**config.mk**
```make
export PLATFORM = sky130hd
export DESIGN_NAME = fetch_unit
export DESIGN_NICKNAME = d
export VERILOG_FILES = /design/src/rtl/mips_pkg.sv /design/src/rtl/fetch_buffer.sv /design/src/rtl/fetch_unit.sv
export SDC_FILE = /design/constraint.sdc
export NUM_CORES = 1
export LEC_CHECK = 0
export CAP_MARGIN = 5
export CORE_UTILIZATION = 36
export DETAILED_ROUTE_END_ITERATION = 8
export GPL_ROUTABILITY_DRIVEN = 0
export GPL_TIMING_DRIVEN = 0
export HOLD_SLACK_MARGIN = 0.12
export MAX_ROUTING_LAYER = met4
export PLACE_DENSITY_LB_ADDON = 0.05
export SETUP_SLACK_MARGIN = 0.2
export SLEW_MARGIN = 20
export SYNTH_ARGS = -nofsm -noshare
export SYNTH_HDL_FRONTEND = slang
export SYNTH_SLANG_ARGS = --single-unit
```
**constraint.sdc**
```tcl
create_clock -name clock -period 3.4 [get_ports clock]
set_input_delay 1.02 -clock clock [delete_from_list [all_inputs] [get_ports clock]]
set_output_delay 1.02 -clock clock [all_outputs]
set_load 0.01 [all_outputs]
```
**src/rtl/mips_pkg.sv**
```systemverilog
// mips_pkg: shared widths, reset default and fetch FSM state type for the MIPS core.
//   INSTR_W          instruction word width
//   ADDR_W           byte address width
//   RESET_PC_DEFAULT default PC of the first fetch after reset
//   fetch_state_e    fetch FSM states: boot cycle, normal run, flushing squashed responses
package mips_pkg;

    localparam int unsigned INSTR_W = 32;
    localparam int unsigned ADDR_W  = 32;

    localparam logic [ADDR_W-1:0] RESET_PC_DEFAULT = 32'h0000_0000;

    typedef enum logic [1:0] {
        S_BOOT,
        S_RUN,
        S_FLUSH
    } fetch_state_e;

endpackage

```
**src/rtl/fetch_buffer.sv**
```systemverilog
// fetch_buffer: DEPTH-entry in-order ring of {pc, data, filled} entries.
// An entry is allocated with its PC when a request is accepted, filled by the oldest outstanding
// response, and popped from the head once filled.
//   clock, reset          rising-edge clock, asynchronous active-low reset
//   alloc, alloc_pc       allocate tail entry with its PC
//   fill, fill_data       fill the oldest unfilled entry
//   pop                   retire the head entry
//   flush                 discard every entry
//   head_valid/pc/data    head entry, valid once filled
//   used                  allocated entries (filled or not)
//   unfilled              allocated entries still waiting for their response
module fetch_buffer
    import mips_pkg::*;
#(
    parameter int unsigned  DEPTH = 2,
    localparam int unsigned PTR_W = $clog2(DEPTH),
    localparam int unsigned CNT_W = $clog2(DEPTH + 1)
) (
    input  logic               clock,
    input  logic               reset,
    input  logic               alloc,
    input  logic [ADDR_W-1:0]  alloc_pc,
    input  logic               fill,
    input  logic [INSTR_W-1:0] fill_data,
    input  logic               pop,
    input  logic               flush,
    output logic               head_valid,
    output logic [ADDR_W-1:0]  head_pc,
    output logic [INSTR_W-1:0] head_data,
    output logic [CNT_W-1:0]   used,
    output logic [CNT_W-1:0]   unfilled
);

    // Pointers carry one extra wrap bit so differences give occupancy directly.
    logic [CNT_W-1:0]   head_q, fill_q, tail_q;
    logic [ADDR_W-1:0]  pc_q   [DEPTH];
    logic [INSTR_W-1:0] data_q [DEPTH];
    logic [DEPTH-1:0]   filled_q;

    logic [PTR_W-1:0] head_idx, fill_idx, tail_idx;

    assign head_idx = head_q[PTR_W-1:0];
    assign fill_idx = fill_q[PTR_W-1:0];
    assign tail_idx = tail_q[PTR_W-1:0];

    assign used     = tail_q - head_q;
    assign unfilled = tail_q - fill_q;

    assign head_valid = filled_q[head_idx];
    assign head_pc    = pc_q[head_idx];
    assign head_data  = data_q[head_idx];

    // Alloc, fill and pop always touch distinct entries: alloc needs a free slot, fill needs an
    // unfilled one and pop needs a filled one.
    always_ff @(posedge clock or negedge reset) begin
        if (!reset) begin
            head_q   <= '0;
            fill_q   <= '0;
            tail_q   <= '0;
            filled_q <= '0;
            for (int unsigned i = 0; i < DEPTH; i++) begin
                pc_q[i]   <= '0;
                data_q[i] <= '0;
            end
        end else if (flush) begin
            head_q   <= '0;
            fill_q   <= '0;
            tail_q   <= '0;
            filled_q <= '0;
        end else begin
            if (alloc) begin
                pc_q[tail_idx]     <= alloc_pc;
                filled_q[tail_idx] <= 1'b0;
                tail_q             <= tail_q + CNT_W'(1);
            end
            if (fill) begin
                data_q[fill_idx]   <= fill_data;
                filled_q[fill_idx] <= 1'b1;
                fill_q             <= fill_q + CNT_W'(1);
            end
            if (pop) begin
                filled_q[head_idx] <= 1'b0;
                head_q             <= head_q + CNT_W'(1);
            end
        end
    end

endmodule

```
**src/rtl/fetch_unit.sv**
```systemverilog
// fetch_unit: instruction fetch stage. Owns the PC, issues word reads to instruction memory,
// queues returned instructions in order and hands them to decode over valid/ready. Execute may
// redirect the PC; instructions fetched down the old path are squashed and their still-outstanding
// responses are dropped as they return.
//   clock, reset                     rising-edge clock, asynchronous active-low reset
//   imem_req_valid/ready/addr        word read request to instruction memory
//   imem_rsp_valid/data              in-order read response, never back-pressured
//   redirect_valid/pc                taken branch/jump; low two PC bits ignored
//   inst_valid/ready/data/pc         instruction handed to decode
module fetch_unit
    import mips_pkg::*;
#(
    parameter logic [ADDR_W-1:0] RESET_PC = RESET_PC_DEFAULT,
    parameter int unsigned       DEPTH    = 2
) (
    input  logic               clock,
    input  logic               reset,
    output logic               imem_req_valid,
    input  logic               imem_req_ready,
    output logic [ADDR_W-1:0]  imem_req_addr,
    input  logic               imem_rsp_valid,
    input  logic [INSTR_W-1:0] imem_rsp_data,
    input  logic               redirect_valid,
    input  logic [ADDR_W-1:0]  redirect_pc,
    output logic               inst_valid,
    input  logic               inst_ready,
    output logic [INSTR_W-1:0] inst_data,
    output logic [ADDR_W-1:0]  inst_pc
);

    localparam int unsigned CNT_W = $clog2(DEPTH + 1);

    fetch_state_e      state_q;
    logic [ADDR_W-1:0] pc_q;
    logic [CNT_W-1:0]  drop_cnt_q, drop_cnt_d;

    logic             redirect_en;
    logic             req_fire;
    logic             rsp_fill;
    logic             inst_pop;
    logic [CNT_W-1:0] used, unfilled;

    logic unused_redirect_bits;
    assign unused_redirect_bits = ^redirect_pc[1:0];

    assign redirect_en = redirect_valid && (state_q != S_BOOT);

    assign imem_req_valid = (state_q == S_RUN) && (used < CNT_W'(DEPTH)) && !redirect_valid;
    assign imem_req_addr  = pc_q;
    assign req_fire       = imem_req_valid && imem_req_ready;

    // A response only fills when no squashed responses are ahead of it and the path it belongs
    // to is not being redirected away this cycle.
    assign rsp_fill = imem_rsp_valid && (drop_cnt_q == '0) && !redirect_en;
    assign inst_pop = inst_valid && inst_ready;

    // On redirect every outstanding request becomes a drop; a response in the same cycle is
    // already one of them, so it is subtracted immediately.
    always_comb begin
        drop_cnt_d = drop_cnt_q;
        if (redirect_en) begin
            drop_cnt_d = drop_cnt_q + unfilled - CNT_W'(imem_rsp_valid);
        end else if (imem_rsp_valid && (drop_cnt_q != '0)) begin
            drop_cnt_d = drop_cnt_q - CNT_W'(1);
        end
    end

    always_ff @(posedge clock or negedge reset) begin
        if (!reset) begin
            state_q    <= S_BOOT;
            pc_q       <= RESET_PC;
            drop_cnt_q <= '0;
        end else begin
            drop_cnt_q <= drop_cnt_d;
            if (redirect_en) begin
                pc_q <= {redirect_pc[ADDR_W-1:2], 2'b00};
            end else if (req_fire) begin
                pc_q <= pc_q + 32'd4;
            end
            unique case (state_q)
                S_BOOT:  state_q <= S_RUN;
                S_RUN:   if (redirect_en && (drop_cnt_d != '0)) state_q <= S_FLUSH;
                S_FLUSH: if (drop_cnt_d == '0) state_q <= S_RUN;
                default: state_q <= S_BOOT;
            endcase
        end
    end

    fetch_buffer #(
        .DEPTH (DEPTH)
    ) u_buffer (
        .clock      (clock),
        .reset      (reset),
        .alloc      (req_fire),
        .alloc_pc   (pc_q),
        .fill       (rsp_fill),
        .fill_data  (imem_rsp_data),
        .pop        (inst_pop),
        .flush      (redirect_en),
        .head_valid (inst_valid),
        .head_pc    (inst_pc),
        .head_data  (inst_data),
        .used       (used),
        .unfilled   (unfilled)
    );

endmodule

```
# Yosys cells after proc, flatten, opt, wreduce, memory -nomap -nowiden
# Index checks and enable logic that the tools add are counted.
# word_totals
reg_bits	172
# op_classes
addsub	9
n_lt_le_gt_ge	12
n_eq_ne	4
n_mux	39
n_bitwise	9
reduce_logical	28
# ops
cell	n
$mux 32	10
$bwmux 64	2
$demux 32 s1	2
$add 32x3->32 const B	1
$mux 2	16
$logic_and 1x1->1	14
$reduce_bool 2->1	6
$add 2x1->2 const B	3
$ge 2x2->1 const B	3
$logic_not 2->1	3
$lt 1x2->1 const B	3
$not 1->2	3
$pmux 2 s3	1
$reduce_and 2->1	3
$mux 1	5
$and 2x2->2	2
$lt 2x1->1 const B	2
$not 2->2	2
$sub 2x2->2	2
$demux 1 s1	3
$ge 1x1->1 const B	3
$add 2x2->2	1
$eq 2x1->1 const B	1
$eq 2x2->1 const B	1
8 further kinds	9

# Longest topological paths before layout
# Gate-level depths: netlist (run 1).
# depth
word_depth	14
ltp_mapped	10
mapped_depth_nobuf	10

# Cells and area by module
# A second synthesis (run 1) with hierarchy kept.
# unflattened
hier_cells	617
hier_area_um2	8140.3
# modules_own_cells
mod	instances	cells_each	area_per_inst_um2
fetch_buffer	1	387	6037.0
fetch_unit	1	230	2103.3

# Worst setup path after synthesis (run 1)
# No wires, ideal clock.
# synth_path
path_kind	input port to flip-flop
from	input imem_rsp_valid
to	register state_q[1]
setup_ns	0.119
arrival_time_ns	3.170
path_slack_ns	0.111
cell_stages	9
n_path_buf	0
path_cell_list	fa_1 > fa_1 > inv_1 > ha_1 > xnor2_1 > xnor3_1 > o21ai_0 > o22ai_1 > and2_1
# synth_via
elab_chain_len	7
# synth_lines
item	line_no	rtl
start, declared	fetch_unit.sv:21	input logic imem_rsp_valid,
branches (longest 2 deep; another with $sub 2x1->2)	n/a	
$mux 2 (*)	fetch_unit.sv:61	if (redirect_en) begin
$reduce_bool 2->1	fetch_unit.sv:82	S_RUN: if (redirect_en && (drop_cnt_d != '0)) state_q <= S_FLUSH;
$logic_and 1x1->1	fetch_unit.sv:82	
$ne 2x1->1 (no line)	n/a	
$reduce_and 2->1 (no line) (*)	n/a	
end signal, assigned	fetch_unit.sv:82	
end signal, assigned	fetch_unit.sv:83	S_FLUSH: if (drop_cnt_d == '0) state_q <= S_RUN;
end signal, assigned	fetch_unit.sv:84	default: state_q <= S_BOOT;
end, declared	fetch_unit.sv:33	fetch_state_e state_q;
# Mark *: on every way between the ends.
# A chain may end at the register's enable or synchronous reset.

# Final worst setup path (run 1)
# layout_path
from	register u_buffer.head_q[0]
to	output inst_pc[27]
# layout_via
elab_chain_len	4
# layout_lines
item	line_no	rtl
start, declared	fetch_buffer.sv:35	logic [CNT_W-1:0] head_q, fill_q, tail_q;
start signal, assigned	fetch_buffer.sv:83	head_q <= head_q + CNT_W'(1);
$not 1->2 (not written as such)	fetch_buffer.sv:50	assign head_pc = pc_q[head_idx];
$mux 32 (not written as such) (3 in series)	fetch_buffer.sv:50	
end, declared	fetch_unit.sv:28	output logic [ADDR_W-1:0] inst_pc
# No other way between the ends. The select of a mux whose other input is x is not followed.

==> results.txt, run 1 <==
----------------------------------------------------
[Run status]
  Result of the run ... finished, final reports clean

[STA]
  RSZ-0062 raised after global routing ... false
  Final hold violation count ... 0
  Slew at the pin closest to its max-slew limit ... 0.8646 ns
  Tightest hold margin ... 0.4747 ns
  Post-layout min period ... 3.101 ns
  Final count of negative-setup-slack endpoints ... 0
  Maximum clock rate ... 0.3224 GHz
  Number of max-slew violations in the final report ... 0
  Worst max-slew margin expressed relative to the limit ... roughly two fifths
  Setup TNS after final layout ... 0 ns
  Setup clock skew after layout ... ~0.012 ns
  Period utilization ... 91.22%

[Logic synthesis]
  Dominant register cell in the synthesized netlist ... dfrtp_1
  Ranking of synthesized cells by area ... dfrtp_1 52%, mux2_2 26%, nand2_1 1.8%
  Post-synthesis share of cell area spent on xor and xnor gates ... approximately 2.5%
  Compound-gate portion of the synthesized area ... 5.338%
  Fraction of synthesized cell area taken by the top area cell type ... between 50 and 60%
  Cell type with the highest aggregate area in the netlist ... dfrtp_1
  Proportion of synthesized area in mux cells ... 26.64%
  Sequential cell area fraction in the yosys report ... 52.12%
  Arithmetic-cell share of the synthesized area counting full adders, half adders and majority gates ... 0.9733%
  Ys Warns ... 0
  Basic-gate share of the synthesized area counting and, or, nand and nor cells ... under 10%
  Synth async-reset ratio ... 100.0%
  Combinational family with the most area after synthesis ... multiplexers
  Unique cell type count in the Yosys netlist ... 54
  Leading post-synthesis cells by instance count ... 183 x mux2_2, 166 x dfrtp_1, 38 x nand2_1, 32 x nor2_1
  Number of enable flip-flop cells after synthesis ... 0
  Most numerous cell in the Yosys netlist ... mux2_2
  Flip-flop and latch count after synthesis ... 166
  Synthesized netlist cell count ... about 640
  Post-Synthesis Cell Area ... 7970 um2
  Syn Area/Cell ... between 10 and 15 um2

[Power and ir drop]
  Power per cell area ... 985.4 nW/um2
  Maximum VDD drop ... ~380 uV
  Leak pwr ... ~4.5 nW

[Placed design]
  HPWL after DPL ... 14,800 um
  Area after DPL ... 9966 um2
  Inst Count DP ... between 1,000 and 1,500
  Port Buffer Count ... 160

[Die]
  Number of placement rows ... 54
  Die Span X ... 150.8 um
  Area enclosed by the die boundary ... between 20,000 and 25,000 um2
  Vertical extent of the die ... 150.8 um
  Core footprint ... 21,760 um2
  Starting density of the core ... 36.63%
  # IOs ... around 170

[GRT]
  Met3 track demand over resource ... 3.705%
  Met2 demand-to-capacity share in global routing ... 31.67%
  Maximum number of pins on one net before global-route repair ... slightly below 100
  Final global-route overflow total ... 0
  Met1 routing resource usage after global routing ... 24.91%
  GR Util All Layers ... 19.74%
  Global-route wire length before repair ... 32,790 um
  Antenna violations before repair ... 0
  Top Usage Layer GRT ... met2
  Via count of the first global-routing pass ... 6,002

[Critical path]
  Critical R2R Launch ... drop_cnt_q[0]$_DFF_PN0_
  Largest delay contributor family on the critical path ... buffers and inverters
  Cell type of the slowest stage on the worst timing path ... clkdlybuf4s50_1
  Crit Path Class ... flop to output pin
  Data required time at the worst endpoint ... around 2.4 ns
  Worst Path Buf+Inv ... 3
  Slack of the worst reg-to-reg path ... 0.58 ns
  CP Max Fanout ... 10
  Critical Path Sink Type ... output pin
  R2R Path End ... state_q[0]$_DFFE_PN0P_
  Critical path depth ... 4
  Arrival time at the worst endpoint ... 2.08 ns
  Count of cells along the worst register-to-register path ... 9
  CP peak stage delay ... 0.48 ns
  Critical path startpoint category ... flop
  Cells traversed along the worst timing path ... buf_8 -> buf_4 -> mux2_2 -> clkdlybuf4s50_1

[Route]
  Total wirelength of the detailed-routed design ... 20,790 um
  Overall via count from detail_route ... 5,779
  Remaining antenna violation count ... 0
  DR pass1 iterations ... 5
  Average wire per standard cell ... 18.61 um
  Iteration-0 DRC Markers ... approximately 240
  Final routed DRC violation total ... 0
  Via density per instance ... 5.174

[CTS]
  Clock tree sinks ... 166
  CTS clk-pin slew, worst paths ... roughly 0.06 ns
  CTS tree ... done
  Bufs on Longest Clock Path ... 2
  Later-pin clock latency in the skew report ... 0.43 ns
  Number of H-tree levels ... 4
  Root cell of the clock tree ... clkbuf_16
  Total CTS buffers ... 17

[Min path]
  Hold Path Depth ... 2
  Origin of the worst min-delay path ... u_buffer.pc_q[20]$_DFFE_PN0P_
  Min-delay worst type ... flop to flop
  Min-Delay Endpoint ... u_buffer.pc_q[20]$_DFFE_PN0P_

[Layout]
  Final Non-Filler Cells ... about 1,100
  Final Instance Area ... between 10,000 and 15,000 um2
  Utilization of the core after routing ... 49.02%
  Final-stage net count ... approximately 900
  Fraction of final layout cells sized beyond drive strength 1 ... 30.23%
  Syn-to-layout area delta ... 33.80%
  N_diodes ... 0

[Flow run]
  Reported max-cap violation count ... 0

----------------------------------------------------
## layer usage
metal / vias up / part of all wire, %
li1: 2677 / -
met1: 2888 / 44
met2: 181 / 49
met3: 33 / 5.1
met4: 0 / 1.9
met5: - / 0
## where the power goes
group / internal [W] / switching [W] / total (W) / leakage [nW]
Combinational: 0.00278 / 0.00201 / 0.00479 / 2.10
Clock: 0.00126 / 0.000829 / 0.00209 / 0.306
Sequential: 0.00290 / 0.000724 / 0.00362 / 2.07
Total: 0.00694 / 0.00356 / 0.0105 / 4.48
## what timing repair did
action / CTS / global route
endpoints found under the hold margin: 0 / 0
hold buffers: 0 / 0
endpoints found under the setup margin: 76 / 50
pin swaps: 0 / 3
gates resized for setup: 20 / 16
buffers inserted: 0 / 0
## how the worst max path moves through the flow
stage,start,to,slack [ns]
floorplan,imem_rsp_valid,state_q[0]$_DFFE_PN0P_,0.24
finish,u_buffer.head_q[0]$_DFFE_PN0P_,inst_pc[27],0.30
CTS,u_buffer.head_q[0]$_DFFE_PN0P_,inst_pc[2],0.04
global route,u_buffer.head_q[0]$_DFFE_PN0P_,inst_pc[27],0.20
detailed placement,imem_rsp_valid,state_q[1]$_DFFE_PN0P_,-0.41
global placement,reset,u_buffer.data_q[16]$_DFFE_PN0P_,-5.49
## worst reg2reg max path: cells and delay by family (launching register included)
kind	cells	cell delay, ns
AOI/OAI and AO/OA	1	0.19
xor gates and xnor gates	2	0.49
adders and majority gates	3	1.18
buffers and inverters	2	0.14
DFF	1	0.41
and+or+nand+nor	1	0.33
## placed cells by master, fill, tap and decap left out, drive strengths merged, types with 4 or more instances in the layout
cell type and instances:
a31oi 7, nor3 8, and2 10, bufinv 4, buf 24, nand4 14
clkdlybuf4s50 157, or4 7, and3 5, nand3 17, nand2 38, clkbuf 36
conb 4, mux2 185, or3 7, o21ai 21, nor2 32, inv 13
mux2i 4, a2111oi 4, xnor2 6, a21oi 4, dfrtp 166, xor2 14
## logic make-up (layout without fill, tap and decap cells)
family | count (synthesis) | after routing
DFF | 166 | 166
adders and majority gates | 5 | 5
AOI/OAI and AO/OA | 61 | 61
xor gates and xnor gates | 21 | 21
and+or+nand+nor | 151 | 151
buffers and inverters | 47 | 240
other | 1 | 4
muxes | 189 | 189
## registers in the layout, indices dropped and copies added (netlist names)
register and flops:
u_buffer.filled_q 2, u_buffer.fill_q 2, u_buffer.data_q 64, imem_req_addr 30
u_buffer.pc_q 60, u_buffer.tail_q 2, u_buffer.head_q 2, drop_cnt_q 2
state_q 2
## area by class of cell
class	count	area, um2
fill	1972	11090
sequential	166	4155
multi-input combinational	431	3645
timing repair buffer	161	1628
clock buffer	19	442.9
tap	280	350.3
buffer	38	214.0
clock inverter	13	195.2
inverter	9	33.78
## per-stage QoR
step,worst slack [ns],total power [W]
global route,0.2047,0.01122
CTS,0.03966,0.01058
finish,0.2985,0.01051
global placement,-5.492,0.008242
floorplan,0.2379,0.006153
detailed placement,-0.4143,0.008389
Power figures use the tool's default switching activity.
==> run 2, diff against run 1 <==
- CORE_UTILIZATION: 36 -> 25
==> run 2 against run 1 <==
Hold slack gained 0.018 ns; clock-buffer cell count is the same; fmax shrank 0.76%; final cell count grew 11%; sequential power is essentially flat; clock power shrank 10%; first-iteration DRC count grew 41%; flip-flop and latch count is the same; total power shrank 0.62%; non-clock buffer count grew 2; via count shrank 0.74%; critical endpoint is now inst_data[28]; largest cell class unchanged.
==> results.txt, run 2 (synthesis gave the netlist of run 1 again) <==
----------------------------------------------------
[Run status]
  Result of the run ... finished, final reports clean (unchanged)

[STA]
  Final hold violation count ... 0 (unchanged)
  Post-layout min period ... 3.125 ns (was 3.101 ns)
  RSZ-0062 raised after global routing ... true (was false)
  Period utilization ... 91.92% (was 91.22%)
  Setup TNS after final layout ... 0 ns (unchanged)
  Tightest hold margin ... 0.4923 ns (was 0.4747 ns)
  Worst max-slew margin expressed relative to the limit ... 47.12% (was 41.92%)
  Final count of negative-setup-slack endpoints ... 0 (unchanged)
  Slew at the pin closest to its max-slew limit ... 0.7872 ns (was 0.8646 ns)
  Number of max-slew violations in the final report ... 0 (unchanged)
  Setup clock skew after layout ... 0.01158 ns (was 0.01183 ns)
  Maximum clock rate ... 0.3200 GHz (was 0.3224 GHz)

[Power and ir drop]
  Leak pwr ... 4.450 nW (was 4.477 nW)
  Power per cell area ... 967.2 nW/um2 (was 985.4 nW/um2)
  Maximum VDD drop ... 389.1 uV (was 375.4 uV)

[CTS]
  Bufs on Longest Clock Path ... 2 (unchanged)
  Clock tree sinks ... 166 (unchanged)
  Later-pin clock latency in the skew report ... 0.42 ns (was 0.43 ns)
  Number of H-tree levels ... 4 (unchanged)
  CTS tree ... done (unchanged)
  Root cell of the clock tree ... clkbuf_16 (unchanged)
  Total CTS buffers ... 17 (unchanged)
  CTS clk-pin slew, worst paths ... 0.07 ns (was 0.06 ns)

[Route]
  Via density per instance ... 4.618 (was 5.174)
  Final routed DRC violation total ... 0 (unchanged)
  Iteration-0 DRC Markers ... 339 (was 241)
  Total wirelength of the detailed-routed design ... 23,130 um (was 20,790 um)
  Remaining antenna violation count ... 0 (unchanged)
  Average wire per standard cell ... 18.62 um (was 18.61 um)
  DR pass1 iterations ... 5 (unchanged)
  Overall via count from detail_route ... 5,736 (was 5,779)

[Layout]
  Utilization of the core after routing ... 34.30% (was 49.02%)
  Number of fill cells in the layout ... 3,126 (was 1,972)
  Final-stage net count ... 901 (was 899)
  Max FFs per register ... 64 (unchanged)
  Commonest non-fill, non-tap cell in the layout ... mux2_2 (unchanged)
  Largest Register ... u_buffer.data_q (unchanged)
  Commonest cells after routing, fill and taps aside ... 183 x mux2_2, 165 x dfrtp_1, 157 x clkdlybuf4s50_1, 38 x nand2_1, 31 x nor2_1 (unchanged)
  Syn-to-layout area delta ... 35.46% (was 33.80%)
  Final Non-Filler Cells ... 1,242 (was 1,117)
  Fraction of final layout cells sized beyond drive strength 1 ... 30.55% (was 30.23%)

[Critical path]
  Arrival time at the worst endpoint ... 2.11 ns (was 2.08 ns)
  Critical path startpoint category ... flop (unchanged)
  Worst Path Buf+Inv ... 3 (unchanged)
  Data required time at the worst endpoint ... 2.38 ns (about the same)
  CP Max Fanout ... 10 (unchanged)
  Critical Path Sink Type ... output pin (unchanged)
  Count of cells along the worst register-to-register path ... 9 (unchanged)
  Critical path depth ... 4 (unchanged)
  Cell type of the slowest stage on the worst timing path ... clkdlybuf4s50_1 (unchanged)
  Cells traversed along the worst timing path ... clkbuf_16 -> clkbuf_8 -> mux2_2 -> clkdlybuf4s50_1 (was buf_8 -> buf_4 -> mux2_2 -> clkdlybuf4s50_1)
  Crit Path Class ... flop to output pin (unchanged)
  Largest delay contributor family on the critical path ... buffers and inverters (unchanged)
  CP peak stage delay ... 0.52 ns (was 0.48 ns)

[Die]
  Starting density of the core ... 25.32% (was 36.63%)
  Die Span X ... 180.6 um (was 150.8 um)
  Number of placement rows ... 65 (was 54)
  # IOs ... 168 (unchanged)
  Vertical extent of the die ... 180.6 um (was 150.8 um)
  Area enclosed by the die boundary ... 32,600 um2 (was 22,740 um2)
  Core footprint ... 31,470 um2 (was 21,760 um2)

[GRT]
  Via count of the first global-routing pass ... 6,232 (was 6,002)
  Final global-route overflow total ... 0 (unchanged)
  Antenna violations before repair ... 2 (was 0)
  Global-route wire length before repair ... 36,270 um (was 32,790 um)
  GR Util All Layers ... 15.03% (was 19.74%)
  Maximum number of pins on one net before global-route repair ... 94 (was 99)

[Placed design]
  Port Buffer Count ... 160 (unchanged)
  Inst Count DP ... 1,207 (was 1,085)
  HPWL after DPL ... 16,610 um (was 14,800 um)

[Min path]
  Min-delay worst type ... flop to flop (unchanged)
  Hold Path Depth ... 1 (was 2)

[Flow run]
  Reported max-cap violation count ... 0 (unchanged)

----------------------------------------------------
==> run 2: changes by cell type in the layout (fill, tap and decap cells not counted), sizes merged <==
cell      delta
clkbuf       +5
buf          -3
bufinv       -3
clkinvlp     +3
diode        +2
clkinv       -1
==> run 2: repair_timing <==
| action | 4_1_cts | 5_1_grt |
|---|---|---|
| hold buffers | 0 | 0 |
| gates resized for setup | 29 | 8 |
| setup buffers | 2 | 0 |
| endpoints found under the setup margin | 111 | 12 |
| pin swaps | 1 | 3 |
==> run 2: worst paths after layout <==
path | slack (ns) | to | startpoint
hold reg to reg | 0.49 | u_buffer.pc_q[19]$_DFFE_PN0P_ | u_buffer.pc_q[19]$_DFFE_PN0P_
max in group asynchronous | 1.94 | u_buffer.data_q[11]$_DFFE_PN0P_ | reset
setup reg to reg | 0.60 | state_q[0]$_DFFE_PN0P_ | drop_cnt_q[0]$_DFF_PN0_
setup / recovery | 0.27 | inst_data[28] | u_buffer.head_q[0]$_DFFE_PN0P_
min in group asynchronous | 0.56 | u_buffer.pc_q[13]$_DFFE_PN0P_ | reset
hold / removal | 0.49 | u_buffer.pc_q[19]$_DFFE_PN0P_ | u_buffer.pc_q[19]$_DFFE_PN0P_
==> run 2: power by group <==
part | total (W) | leakage [nW] | switching [W] | internal [W]
registers | 0.00363 | 2.07 | 0.000730 | 0.00290
logic | 0.00493 | 2.13 | 0.00208 | 0.00286
clock network | 0.00188 | 0.253 | 0.000865 | 0.00102
==> run 2: layout make-up <==
| type | count | area, um2 | area share (%) |
|---|---|---|---|
| clock inverter | 12 | 120.1 | 1.113 |
| multi-input combinational | 431 | 3657 | 33.87 |
| clock buffer | 19 | 432.9 | 4.010 |
| antenna | 2 | 5.005 | 0.04636 |
| timing repair buffer | 163 | 1643 | 15.22 |
| inverter | 9 | 33.78 | 0.3129 |
| tap | 402 | 503.0 | 4.659 |
| buffer | 38 | 246.5 | 2.283 |
| sequential | 166 | 4155 | 38.49 |
==> run 2: per-layer routing <==
metal  part of all wire, %  global-route usage (%)  wire (um)  vias to the layer above
li1                      -                       -          -                     2683
met3                   5.3                   3.941       1235                       14
met1                    45                   18.39      10320                     2901
met2                    49                   24.82      11420                      138
met5                     0                       -          0                        -
met4                  0.69                   3.179        159                        0
==> run 2: stage by stage <==
step / instance area, um2 / total power (W) / worst slack (ns)
finish: 10800 / 0.01044 / 0.2746
global route: 10800 / 0.01116 / 0.1698
CTS: 10780 / 0.01056 / 0.2337
detailed placement: 10120 / 0.008481 / -0.6195
global placement: 10090 / 0.008362 / -5.851
floorplan: 7981 / 0.006153 / 0.2379
==> run 3, diff against run 2 <==
- SYNTH_HIERARCHICAL: not set -> 1
==> run 3 against run 2 <==
Via count decreased by 6.1%; routed wire length decreased by 7.5%; clock skew increased by 0.0032 ns; critical path depth unchanged; flip-flop and latch count increased by 4; sequential share of layout area about the same; synthesized area increased by 2.1%; fmax increased by 0.59%; combinational power decreased by 7.5%; hold slack got worse by 0.0043 ns; register-to-register slack got worse by 0.19 ns; largest cell class unchanged.
==> results.txt, run 3 <==
----------------------------------------------------
[STA]
  Setup TNS after final layout ... 0 ns (unchanged)
  Number of max-slew violations in the final report ... 0 (unchanged)
  Maximum clock rate ... 0.3219 GHz (was 0.3200 GHz)
  Slew at the pin closest to its max-slew limit ... 0.6513 ns (was 0.7872 ns)
  Period utilization ... 91.38% (was 91.92%)
  Tightest hold margin ... 0.4880 ns (was 0.4923 ns)
  RSZ-0062 raised after global routing ... true (unchanged)
  Post-layout min period ... 3.107 ns (was 3.125 ns)
  Worst max-slew margin expressed relative to the limit ... 56.58% (was 47.12%)
  Final hold violation count ... 0 (unchanged)
  Final count of negative-setup-slack endpoints ... 0 (unchanged)
  Setup clock skew after layout ... 0.01483 ns (was 0.01158 ns)

[Die]
  Number of placement rows ... 65 (unchanged)
  Area enclosed by the die boundary ... 33,270 um2 (was 32,600 um2)
  Die Span X ... 182.4 um (was 180.6 um)
  # IOs ... 168 (unchanged)
  Vertical extent of the die ... 182.4 um (was 180.6 um)
  Starting density of the core ... 25.59% (was 25.32%)
  Core footprint ... 31,800 um2 (was 31,470 um2)

[Critical path]
  CP Max Fanout ... 10 (unchanged)
  Critical R2R Launch ... u_buffer/tail_q[0]$_DFFE_PN0P_ (was drop_cnt_q[0]$_DFF_PN0_)
  R2R Path End ... u_buffer/pc_q[11]$_DFFE_PN0P_ (was state_q[0]$_DFFE_PN0P_)
  Arrival time at the worst endpoint ... 2.09 ns (was 2.11 ns)
  Critical path startpoint category ... flop (unchanged)
  Slack of the worst reg-to-reg path ... 0.41 ns (was 0.60 ns)
  Crit Path Class ... flop to output pin (unchanged)
  Critical Path Sink Type ... output pin (unchanged)
  Count of cells along the worst register-to-register path ... 13 (was 9)
  Data required time at the worst endpoint ... 2.38 ns (about the same)

[Layout]
  Fraction of final layout cells sized beyond drive strength 1 ... 32.68% (was 30.55%)
  Multi-input gate area in the final layout ... 3657 um2 (unchanged)
  Commonest cells after routing, fill and taps aside ... 169 x dfrtp_1, 155 x mux2_2, 153 x clkdlybuf4s50_1, 39 x nand2_1, 30 x mux2_4 (was 183 x mux2_2, 165 x dfrtp_1, 157 x clkdlybuf4s50_1, 38 x nand2_1, 31 x nor2_1)
  Syn-to-layout area delta ... 35.89% (was 35.46%)
  Commonest non-fill, non-tap cell in the layout ... dfrtp_1 (was mux2_2)
  Number of fill cells in the layout ... 3,162 (was 3,126)
  Final-stage net count ... 883 (was 901)
  Seq. cell area ... 4255 um2 (was 4155 um2)
  N_diodes ... 0 (was 2)
  Final Non-Filler Cells ... 1,255 (was 1,242)
  Utilization of the core after routing ... 34.77% (was 34.30%)

[Min path]
  Hold Path Depth ... 1 (unchanged)
  Min-Delay Endpoint ... u_buffer/pc_q[39]$_DFFE_PN0P_ (was u_buffer.pc_q[19]$_DFFE_PN0P_)
  Origin of the worst min-delay path ... u_buffer/pc_q[39]$_DFFE_PN0P_ (was u_buffer.pc_q[19]$_DFFE_PN0P_)
  Min-delay worst type ... flop to flop (unchanged)

[CTS]
  Number of H-tree levels ... 4 (unchanged)
  Total CTS buffers ... 17 (unchanged)
  Root cell of the clock tree ... clkbuf_16 (unchanged)
  CTS tree ... done (unchanged)
  Bufs on Longest Clock Path ... 2 (unchanged)
  Clock tree sinks ... 170 (was 166)
  Later-pin clock latency in the skew report ... 0.43 ns (was 0.42 ns)
  CTS clk-pin slew, worst paths ... 0.08 ns (was 0.07 ns)

[GRT]
  GR Util All Layers ... 13.73% (was 15.03%)
  Maximum number of pins on one net before global-route repair ... 93 (was 94)
  Antenna violations before repair ... 0 (was 2)
  Via count of the first global-routing pass ... 5,968 (was 6,232)
  Final global-route overflow total ... 0 (unchanged)
  Global-route wire length before repair ... 33,840 um (was 36,270 um)

[Power and ir drop]
  Combinational power share ... 45.1% (was 47.3%)
  Power spent charging and discharging nets ... 0.003445 W (was 0.003674 W)
  Leak pwr ... 4.826 nW (was 4.450 nW)
  Switching Fraction ... 34.11% (was 35.18%)
  Overall power ... 0.01010 W (was 0.01044 W)
  Maximum VDD drop ... 318.5 uV (was 389.1 uV)
  Power per cell area ... 913.6 nW/um2 (was 967.2 nW/um2)
  Internal ... 0.006656 W (was 0.006769 W)
  Clock network fraction of total power ... 18.6% (was 18.0%)
  Reg power frac ... 36.3% (was 34.7%)

[Route]
  Iteration-0 DRC Markers ... 162 (was 339)
  Total wirelength of the detailed-routed design ... 21,410 um (was 23,130 um)
  Overall via count from detail_route ... 5,387 (was 5,736)
  Final routed DRC violation total ... 0 (unchanged)
  Remaining antenna violation count ... 0 (unchanged)
  Average wire per standard cell ... 17.06 um (was 18.62 um)
  Via density per instance ... 4.292 (was 4.618)
  DR pass1 iterations ... 5 (unchanged)

[Logic synthesis]
  Synthesized netlist cell count ... 616 (was 641)
  Ys Warns ... 6 (was 0)
  Syn Area/Cell ... 13.21 um2 (was 12.43 um2)
  Post-Synthesis Cell Area ... 8137 um2 (was 7970 um2)

[Placed design]
  HPWL after DPL ... 15,470 um (was 16,610 um)
  Port Buffer Count ... 163 (was 160)
  Inst Count DP ... 1,220 (was 1,207)

[Flow run]
  Reported max-cap violation count ... 0 (unchanged)

[Run status]
  Result of the run ... finished, final reports clean (unchanged)

----------------------------------------------------
[run 3: worst max path at each step]
stage	from	end	slack, ns	cells past startpoint
final	u_buffer/head_q[0]$_DFFE_PN0P_	inst_pc[20]	0.29	4
after CTS	u_buffer/head_q[0]$_DFFE_PN0P_	inst_pc[20]	0.15	4
after detailed placement	redirect_valid	u_buffer/data_q[7]$_DFFE_PN0P_	-0.88	9
after global placement	reset	u_buffer/data_q[14]$_DFFE_PN0P_	-6.00	1
after global routing	u_buffer/head_q[0]$_DFFE_PN0P_	inst_pc[20]	0.19	4
after floorplan	redirect_valid	u_buffer/pc_q[10]$_DFFE_PN0P_	0.51	8
[run 3: what timing repair did]
| action | CTS | global route |
|---|---|---|
| setup buffers | 3 | 1 |
| pin swaps | 2 | 1 |
| hold endpoints to repair | 0 | 0 |
| hold buffers | 0 | 0 |
| setup endpoints to repair | 192 | 157 |
| gates resized for setup | 41 | 14 |
[run 3: per-stage QoR]
| stage | area [um2] | setup slack (ns) |
|---|---|---|
| 5_1_grt | 11060 | 0.1891 |
| 6_report | 11060 | 0.2930 |
| 2_1_floorplan | 8155 | 0.5107 |
| 3_5_place_dp | 10360 | -0.8824 |
| 4_1_cts | 11020 | 0.1481 |
| 3_3_place_gp | 10330 | -5.999 |
[run 3: final cells by class]
class	count	area share [%]
flip-flops and latches	170	38.49
repair buffers	168	15.45
clock buffers	18	3.881
well taps	435	4.922
inverters	17	0.5771
plain buffers	33	2.399
clock inverters	14	1.211
multi-input cells	400	33.08
[run 3: per-layer routing]
metal	share of wire, %	global-route usage (%)	up-vias
met5	0	-	-
met4	0.66	3.059	0
met3	6.0	4.151	8
met2	48	22.44	129
met1	45	16.61	2705
li1	-	-	2545
[run 3: critical path, stage by stage (launching register included)]
cell,delay [ns]
dfrtp_1,0.36
buf_4,0.17
clkbuf_4,0.28
mux2_2,0.37
clkdlybuf4s50_1,0.48
[run 3: power by group through the flow]
| stage | sequential [W] | combinational (W) | clock (W) |
|---|---|---|---|
| floorplan | 0.00354 | 0.00248 | 0 |
| detailed placement | 0.00372 | 0.00455 | 0 |
| global route | 0.00381 | 0.00497 | 0.00205 |
| CTS | 0.00368 | 0.00464 | 0.00198 |
| global placement | 0.00366 | 0.00451 | 0 |
| finish | 0.00366 | 0.00456 | 0.00188 |
